<file path="src/rtl/mem_line_reader_if.sv">
// Request/response bus between the line reader and the SDRAM controller.
// The master side issues line reads; the slave side returns data in order.
interface mem_line_reader_if #(
  parameter int addr_width = 20,
  parameter int line_width = 64
) ();
  logic                  enabled;
  logic                  data_ready;
  logic [addr_width-1:0] addr;
  logic                  r_valid;
  logic                  w_valid;
  logic                  rsp_valid;
  logic [line_width-1:0] read;

  modport master (
    input  enabled, data_ready, rsp_valid, read,
    output addr, r_valid, w_valid
  );

  modport slave (
    output enabled, data_ready, rsp_valid, read,
    input  addr, r_valid, w_valid
  );
endinterface

</file>
<file path="src/rtl/mem_line_reader.sv">
// Streaming line reader: issues sequential credit-limited reads and buffers lines in a FIFO.
// Optional sticky err_o output is enabled by defining MEM_LINE_READER_ERR_EN.
module mem_line_reader #(
  parameter int addr_width = 20,
  parameter int line_width = 64,
  parameter int len_width  = 16,
  parameter int fifo_depth = 8
) (
  input  logic                  clk_i,
  input  logic                  rst_ni,
  input  logic                  start_i,
  input  logic [addr_width-1:0] start_addr_i,
  input  logic [len_width-1:0]  line_count_i,
  output logic                  busy_o,
  output logic                  done_o,
  mem_line_reader_if.master     mem,
  output logic [line_width-1:0] line_o,
  output logic                  line_valid_o,
  input  logic                  line_ready_i
`ifdef MEM_LINE_READER_ERR_EN
  ,
  output logic                  err_o
`endif
);

  localparam int ptr_w = $clog2(fifo_depth);
  localparam int cnt_w = ptr_w + 1;
  localparam logic [cnt_w-1:0] depth_c = cnt_w'(fifo_depth);
  localparam logic [cnt_w-1:0] cnt_one = cnt_w'(1);

  localparam logic [1:0] ST_IDLE  = 2'd0;
  localparam logic [1:0] ST_ISSUE = 2'd1;
  localparam logic [1:0] ST_DRAIN = 2'd2;
  localparam logic [1:0] ST_DONE  = 2'd3;

  logic [1:0]            state_reg, state_next;
  logic [addr_width-1:0] addr_reg;
  logic [len_width-1:0]  remaining_reg;
  logic [cnt_w-1:0]      outstanding_reg, outstanding_next;
  logic [cnt_w-1:0]      count_reg, count_next;
  logic [ptr_w-1:0]      wr_ptr_reg, rd_ptr_reg, rd_ptr_inc;
  logic [line_width-1:0] fifo_mem [fifo_depth];
  logic [line_width-1:0] head_reg;

  logic start_ok, req_valid, req_accept, push, pop;

  assign start_ok   = (state_reg == ST_IDLE) && start_i;
  // Credits count both lines in flight and lines already buffered.
  assign req_valid  = (state_reg == ST_ISSUE) && mem.enabled &&
                      (remaining_reg != '0) &&
                      ((outstanding_reg + count_reg) < depth_c);
  assign req_accept = req_valid && mem.data_ready;
  assign push       = mem.rsp_valid && (outstanding_reg != '0);
  assign pop        = (count_reg != '0) && line_ready_i;
  assign rd_ptr_inc = rd_ptr_reg + ptr_w'(1);

  always_comb begin
    outstanding_next = outstanding_reg;
    if (req_accept && !push)
      outstanding_next = outstanding_reg + cnt_one;
    else if (!req_accept && push)
      outstanding_next = outstanding_reg - cnt_one;
  end

  always_comb begin
    count_next = count_reg;
    if (push && !pop)
      count_next = count_reg + cnt_one;
    else if (!push && pop)
      count_next = count_reg - cnt_one;
  end

  always_comb begin
    state_next = state_reg;
    case (state_reg)
      ST_IDLE: begin
        if (start_i)
          state_next = (line_count_i != '0) ? ST_ISSUE : ST_DONE;
      end
      ST_ISSUE: begin
        if (req_accept && (remaining_reg == len_width'(1)))
          state_next = ST_DRAIN;
      end
      ST_DRAIN: begin
        if ((outstanding_next == '0) && (count_next == '0))
          state_next = ST_DONE;
      end
      default: state_next = ST_IDLE;
    endcase
  end

  always_ff @(posedge clk_i or negedge rst_ni) begin
    if (!rst_ni) begin
      state_reg       <= ST_IDLE;
      addr_reg        <= '0;
      remaining_reg   <= '0;
      outstanding_reg <= '0;
      count_reg       <= '0;
      wr_ptr_reg      <= '0;
      rd_ptr_reg      <= '0;
      head_reg        <= '0;
    end else begin
      state_reg       <= state_next;
      outstanding_reg <= outstanding_next;
      count_reg       <= count_next;
      if (start_ok) begin
        addr_reg      <= start_addr_i;
        remaining_reg <= line_count_i;
      end else if (req_accept) begin
        addr_reg      <= addr_reg + addr_width'(1);
        remaining_reg <= remaining_reg - len_width'(1);
      end
      if (push)
        wr_ptr_reg <= wr_ptr_reg + ptr_w'(1);
      if (pop)
        rd_ptr_reg <= rd_ptr_inc;
      // Head register gives first-word-fall-through on top of a registered-read array.
      if (push && ((count_reg == '0) || (pop && (count_reg == cnt_one))))
        head_reg <= mem.read;
      else if (pop && (count_reg > cnt_one))
        head_reg <= fifo_mem[rd_ptr_inc];
    end
  end

  always_ff @(posedge clk_i) begin
    if (push)
      fifo_mem[wr_ptr_reg] <= mem.read;
  end

`ifdef MEM_LINE_READER_ERR_EN
  logic err_reg;

  always_ff @(posedge clk_i or negedge rst_ni) begin
    if (!rst_ni)
      err_reg <= 1'b0;
    else if (start_ok)
      err_reg <= 1'b0;
    else if ((mem.rsp_valid && (outstanding_reg == '0)) || (!mem.enabled && busy_o))
      err_reg <= 1'b1;
  end

  assign err_o = err_reg;
`endif

  assign busy_o       = (state_reg == ST_ISSUE) || (state_reg == ST_DRAIN);
  assign done_o       = (state_reg == ST_DONE);
  assign line_o       = head_reg;
  assign line_valid_o = (count_reg != '0);
  assign mem.addr     = addr_reg;
  assign mem.r_valid  = req_valid;
  assign mem.w_valid  = 1'b0;

endmodule

</file>
<file path="src/flat_wrapper.sv">
// flat-port wrapper written by rule: the top's interface ports become plain ports
module mem_line_reader_flat 
#(
  parameter int addr_width = 20,
  parameter int line_width = 64,
  parameter int len_width  = 16,
  parameter int fifo_depth = 8
)
  (clk_i, rst_ni, start_i, start_addr_i, line_count_i, busy_o, done_o, line_o, line_valid_o, line_ready_i, mem_enabled, mem_data_ready, mem_rsp_valid, mem_read, mem_addr, mem_r_valid, mem_w_valid);
  mem_line_reader_if #(.addr_width(addr_width), .line_width(line_width)) mem_i ();
  input  logic clk_i;
  input  logic rst_ni;
  input  logic start_i;
  input  logic [addr_width-1:0] start_addr_i;
  input  logic [len_width-1:0] line_count_i;
  output logic busy_o;
  output logic done_o;
  output logic [line_width-1:0] line_o;
  output logic line_valid_o;
  input  logic line_ready_i;
  input wire logic [$bits(mem_i.enabled)-1:0] mem_enabled;
  input wire logic [$bits(mem_i.data_ready)-1:0] mem_data_ready;
  input wire logic [$bits(mem_i.rsp_valid)-1:0] mem_rsp_valid;
  input wire logic [$bits(mem_i.read)-1:0] mem_read;
  output wire logic [$bits(mem_i.addr)-1:0] mem_addr;
  output wire logic [$bits(mem_i.r_valid)-1:0] mem_r_valid;
  output wire logic [$bits(mem_i.w_valid)-1:0] mem_w_valid;
  assign mem_i.enabled = mem_enabled;
  assign mem_i.data_ready = mem_data_ready;
  assign mem_i.rsp_valid = mem_rsp_valid;
  assign mem_i.read = mem_read;
  assign mem_addr = mem_i.addr;
  assign mem_r_valid = mem_i.r_valid;
  assign mem_w_valid = mem_i.w_valid;
  mem_line_reader #(.addr_width(addr_width), .line_width(line_width), .len_width(len_width), .fifo_depth(fifo_depth)) u_core (.clk_i(clk_i), .rst_ni(rst_ni), .start_i(start_i), .start_addr_i(start_addr_i), .line_count_i(line_count_i), .busy_o(busy_o), .done_o(done_o), .mem(mem_i), .line_o(line_o), .line_valid_o(line_valid_o), .line_ready_i(line_ready_i));
endmodule
</file>
<file path="config.mk">
export PLATFORM = sky130hd
export DESIGN_NAME = mem_line_reader_flat
export DESIGN_NICKNAME = d
export VERILOG_FILES = /design/src/rtl/mem_line_reader_if.sv /design/src/rtl/mem_line_reader.sv /design/src/flat_wrapper.sv
export SDC_FILE = /design/constraint.sdc
export NUM_CORES = 1
export LEC_CHECK = 0
export BUFFER_PORTS_ARGS = -buffer_cell sky130_fd_sc_hd__buf_2
export CAP_MARGIN = 20
export CORE_MARGIN = 2
export CORE_UTILIZATION = 47
export CTS_CLUSTER_DIAMETER = 60
export DETAILED_ROUTE_END_ITERATION = 16
export PLACE_DENSITY = 0.68
export RECOVER_POWER = 50
export SLEW_MARGIN = 40
export SYNTH_ARGS = -nofsm -noshare
export SYNTH_HDL_FRONTEND = slang
export SYNTH_SLANG_ARGS = --single-unit
</file>
<file path="constraint.sdc">
create_clock -name clk_i -period 18.1 [get_ports clk_i]
set_clock_uncertainty 0.2 [all_clocks]
set_input_delay 1.81 -clock clk_i [delete_from_list [all_inputs] [get_ports clk_i]]
set_output_delay 1.81 -clock clk_i [all_outputs]
set_load 0.005 [all_outputs]
</file>
* Word-level counts from Yosys, hierarchy flattened *
Memory sizes are Yosys's and may differ from the RTL's.
Index checks and enable logic that the tools add are counted.

cells by class
  eq/ne operators = 8
  multiply operators = 0
  $lt $le $gt $ge = 2
  divide/modulo/power cells = 0
  add/subtract/negate cells = 9
  shift operators = 0
  bitwise logic cells = 0
  reduce and logical (&&, ||, !) cells = 32
  mux-type cells = 17

operators with widths
  operator                                                               count
  64-bit two-way mux                                                     2
  20-bit two-way mux                                                     2
  16-bit two-way mux                                                     2
  16-bit nonzero test                                                    2
  20-bit by 1-bit adder with 20-bit output (second input constant)       1
  16-bit by 1-bit == test with 1-bit output (second input constant)      1
  1-bit logical AND                                                      16
  4-bit two-way mux                                                      4
  16-bit by 1-bit subtractor with 16-bit output (second input constant)  1
  4-bit logical NOT                                                      3
  4-bit by 1-bit adder with 4-bit output (second input constant)         2
  2-bit two-way mux                                                      4
  4-bit nonzero test                                                     2
  4-bit by 1-bit subtractor with 4-bit output (second input constant)    2
  3-bit by 1-bit adder with 3-bit output (second input constant)         2
  2-bit one-hot mux with 3 select lines                                  1
  4-bit adder                                                            1
  2-bit == test (second input constant)                                  2
  4-bit by 1-bit == test with 1-bit output (second input constant)       1
  4-bit by 1-bit > comparator with 1-bit output (second input constant)  1
  4-bit < comparator (second input constant)                             1
  2-bit != test (second input constant)                                  2
  2-bit nonzero test                                                     2
  1-bit logical NOT                                                      3
  6 further kinds                                                        8

storage, ports and cells
  output and inout port bits = 89
  memory bits (read-only) = 0
  word-level logic and storage cells = 77
  memories kept = 1
  latch bits = 0
  bits in writable memories = 512
  input bits = 107
  flip-flop bits (word level) = 116

memories
  memory           depth  bits a word  read ports  clocked after memory_dff  wr ports  RTL line               source
  u_core.fifo_mem  8      64           1           0                         1         mem_line_reader.sv:42  logic [line_width-1:0] fifo_mem [fifo_depth];

* Logic depth before layout (Yosys ltp) *
  word-level depth = 13
  mapped depth = 11
  mapped depth without buffers = 11

* Worst setup path after synthesis *
OpenSTA, ideal clock, no wires.

  path type = input to register
  from = in mem_rsp_valid
  to = mem u_core.fifo_mem[0][0], enable pin
  stages on the path = 3
  path slack = 9120 ps
  data required time = 17256 ps
  data arrival time = 8136 ps
  library setup time = 644 ps
  buffers on the path = 1
  cells stage by stage = nand2_1 > clkbuf_1 > nor4_1

on the way
  word-level cells in the longest chain between the ends = 3

RTL lines
  element                                  RTL line                source
  from (decl)                              flat_wrapper.sv:23      input wire logic [$bits(mem_i.rsp_valid)-1:0] mem_rsp_valid;
  1-bit logical AND                        mem_line_reader.sv:53   assign push = mem.rsp_valid && (outstanding_reg != '0);
  1-bit two-way mux                        mem_line_reader.sv:126  if (push)
  1-bit two-way mux (implied by the code)  mem_line_reader.sv:127  fifo_mem[wr_ptr_reg] <= mem.read;
  to (decl)                                mem_line_reader.sv:42

No other way between the ends.

==> metrics <==
status=complete, but fails checks; violated checks=capacitance limit, slew limit; CP Capture Type=asynchronous set/reset pin; Synth Net Count=1458; htree depth=3; Adder-Cell Fraction of Synth Area=0.852%; # Post-CTS Setup Buffers=0; fin util=55.3%; Power Total=0.00512 W; worst slack at placement=roughly 13000 ps; post-synthesis cell type count=56; Mapped Cells=1335; Clock power frac=around 27%; First-pass DRT Iterations=5; post-route ant nets=0; slowest cell on the critical path=clkbuf_1; cells along the critical path=clkbuf_1, clkbuf_1, clkbuf_1; Tmin final=6280 ps; top cells by area, synth=edfxtp_1 62%, dfrtp_1 12%, mux4_2 12%; initial antenna violation count=8; Slew HR=-74.8%; Comb pwr share=32.6%; Final Cycle Share=around a third; row count=84; largest net degree at the start of global routing=73; worst slew pin tran=2620 ps; Synth Register Bits=628; CP max stage delay=1930 ps; Synth area leader=edfxtp_1; area fraction in and, or, nand and nor cells after synthesis=roughly 3.5%; most frequent cell after synthesis=edfxtp_1; DP HPWL=29.2 mm; CP Max Fanout=39; die width=roughly 230 microns; Ys Warns=0; worst vdd ir=between 0.1 and 0.15 mV; DRT Wirelength=53.4 mm; clock root buffer=clkbuf_16; Internal=0.00349 W; Crit Path Class=primary input to asynchronous set/reset pin; commonest cells in the netlist=512 x edfxtp_1, 128 x mux4_2, 116 x dfrtp_1; Reg clk slew, reported paths=60 ps; number of CTS-inserted buffers=67; I/O Buffers=approximately 190; area grow syn2layout=16.6%; Total GRT Usage=19.9%; PD cells=177 mW/mm^2; Die Y=roughly 230 microns; share of post-route cells with drive strength above 1=25.2%; asr flop ratio synth=between 10% and 20%; RSZ-0062 raised after global routing=no; worst hold slack=~300 ps; sequential share of power=about two fifths; Setup Total Neg Slack=0 ps; final-report max-slew violation count=roughly 110; GRT Residual Overflow=0; global-route wire length before repair=81.1 mm; starting density of the core=47.4%; top-area cell type share of the netlist area=61.9%; post-cts gate resize count=0; post-synthesis xor/xnor area fraction=1.59%; Pleak=10.0 nW; Die Footprint=0.0547 sq mm; highest clock rate=0.159 GHz; Routed WL per cell=roughly 23 microns; vias in the first global route=13.5k; Sw Pwr=0.00164 W; Clk Latency, worst-skew pair=610 ps; Final Wtd Congestion=0.807; Avg Inst Size Synth=18.6 sq um; final worst slack=~12000 ps; initial drt markers=1206; Top FF cell, synth=edfxtp_1; routed vias/inst=5.76; Final Setup Violations=0; switch share=32.0%; Max-cap violations=3; largest family of logic cells by synthesized area=multiplexers; post-synthesis cell area=between 0.02 and 0.025 sq mm; Worst Path Required=17690 ps; Post-route DRC=0; Crit path top cell by count=clkbuf_1; EDFF count, synth=a little over 500; Vias=between 10k and 15k; buffers from clock root to sink, at most=3; CTS Sinks=628; I/O pin count=196; final hold vios=0; post-synthesis compound-gate area fraction=4.82%; max reg flops=512; startpoint types=primary input; Core Box Area=around 0.052 sq mm; CTS tree=done; sequential-to-total area share from yosys stat=approximately three quarters; hold_buf cts=0; arrival time worst endpoint=5870 ps; Hold Path Class=flop to flop; post-synthesis mux area share=14.3%; Final nets=1680
## metrics by stage
stage	area, sq um	cells
after floorplan	24800	1335
after global routing	28900	2301
after detailed placement	26800	2174
final	29000	2302
after CTS	29100	2297
after global placement	26700	2171
## final timing paths
check | from | end | slack (ps) | cells past startpoint
max | rst_ni | u_core.rd_ptr_reg[0] | 11820 | 3
min reg2reg | u_core.line_o[30] | u_core.line_o[30] | 300 | 2
min | u_core.line_o[30] | u_core.line_o[30] | 300 | 2
min in group asynchronous | rst_ni | u_core.remaining_reg[14] | 1150 | 1
max in group clk_i | u_core.count_reg[1] | mem_r_valid | 13400 | 6
max reg2reg | u_core.outstanding_reg[0] | u_core.fifo_mem[7][8] | 13880 | 8
## cells in the final DEF (no fill, tap or decap), types with 4 or more instances in the layout
cell       instances
nor2_1            25
clkinv_2          14
buf_6              9
ha_1              15
xor2_1            14
clkbuf_8           4
a21oi_1            7
and3_1             5
clkinv_1           5
nand4_1            8
inv_1             15
bufinv_16          8
nand3_1           15
nor4_1            11
nand2_1           64
dfrtp_1          115
xnor2_1           30
clkbuf_16         68
mux4_2           128
nor3_1            10
mux2i_1           65
edfxtp_1         512
a22oi_1           65
buf_2            128
clkbuf_1          86
o21ai_0          105
buf_4              9
## worst max-delay path: cells and delay by family
family   cells  cell delay (ps)
buf+inv      3             4010
## kinds of logic (layout without fill, tap and decap cells)
kind of cell / count (synthesis) / count (layout)
AO/OA/AOI/OAI: 194 / 194
XOR/XNOR: 45 / 45
adder cells (fa/ha/maj): 17 / 17
buffers and inverters: 83 / 359
flip-flops: 628 / 628
multiplexers: 194 / 194
other: 1 / 4
AND/OR/NAND/NOR: 173 / 173
## final cells by class
type	count	area [sq um]
sequential	628	18300
inverter	15	56.3
multi-input combinational	624	6300
fill	4092	23400
timing repair buffer	221	1170
clock inverter	36	464
clock buffer	87	1810
antenna	3	7.51
tap	688	861
## routing by layer
layer	vias to the layer above	wire length (microns)	global-route usage [%]
li1	5834	-	-
met1	6903	22300	26.2
met2	432	26500	33.3
met3	88	3510	4.86
met4	10	1060	5.72
met5	-	69	0
## power by group through the flow
stage | logic, W | clock network [W] | registers (W)
floorplan | 0.00118 | 0 | 0.00204
global placement | 0.00166 | 0 | 0.00207
detailed placement | 0.00171 | 0 | 0.00208
CTS | 0.00171 | 0.00143 | 0.00206
global route | 0.00183 | 0.00148 | 0.00208
finish | 0.00167 | 0.00140 | 0.00205
(Power assumes the default switching activity.)
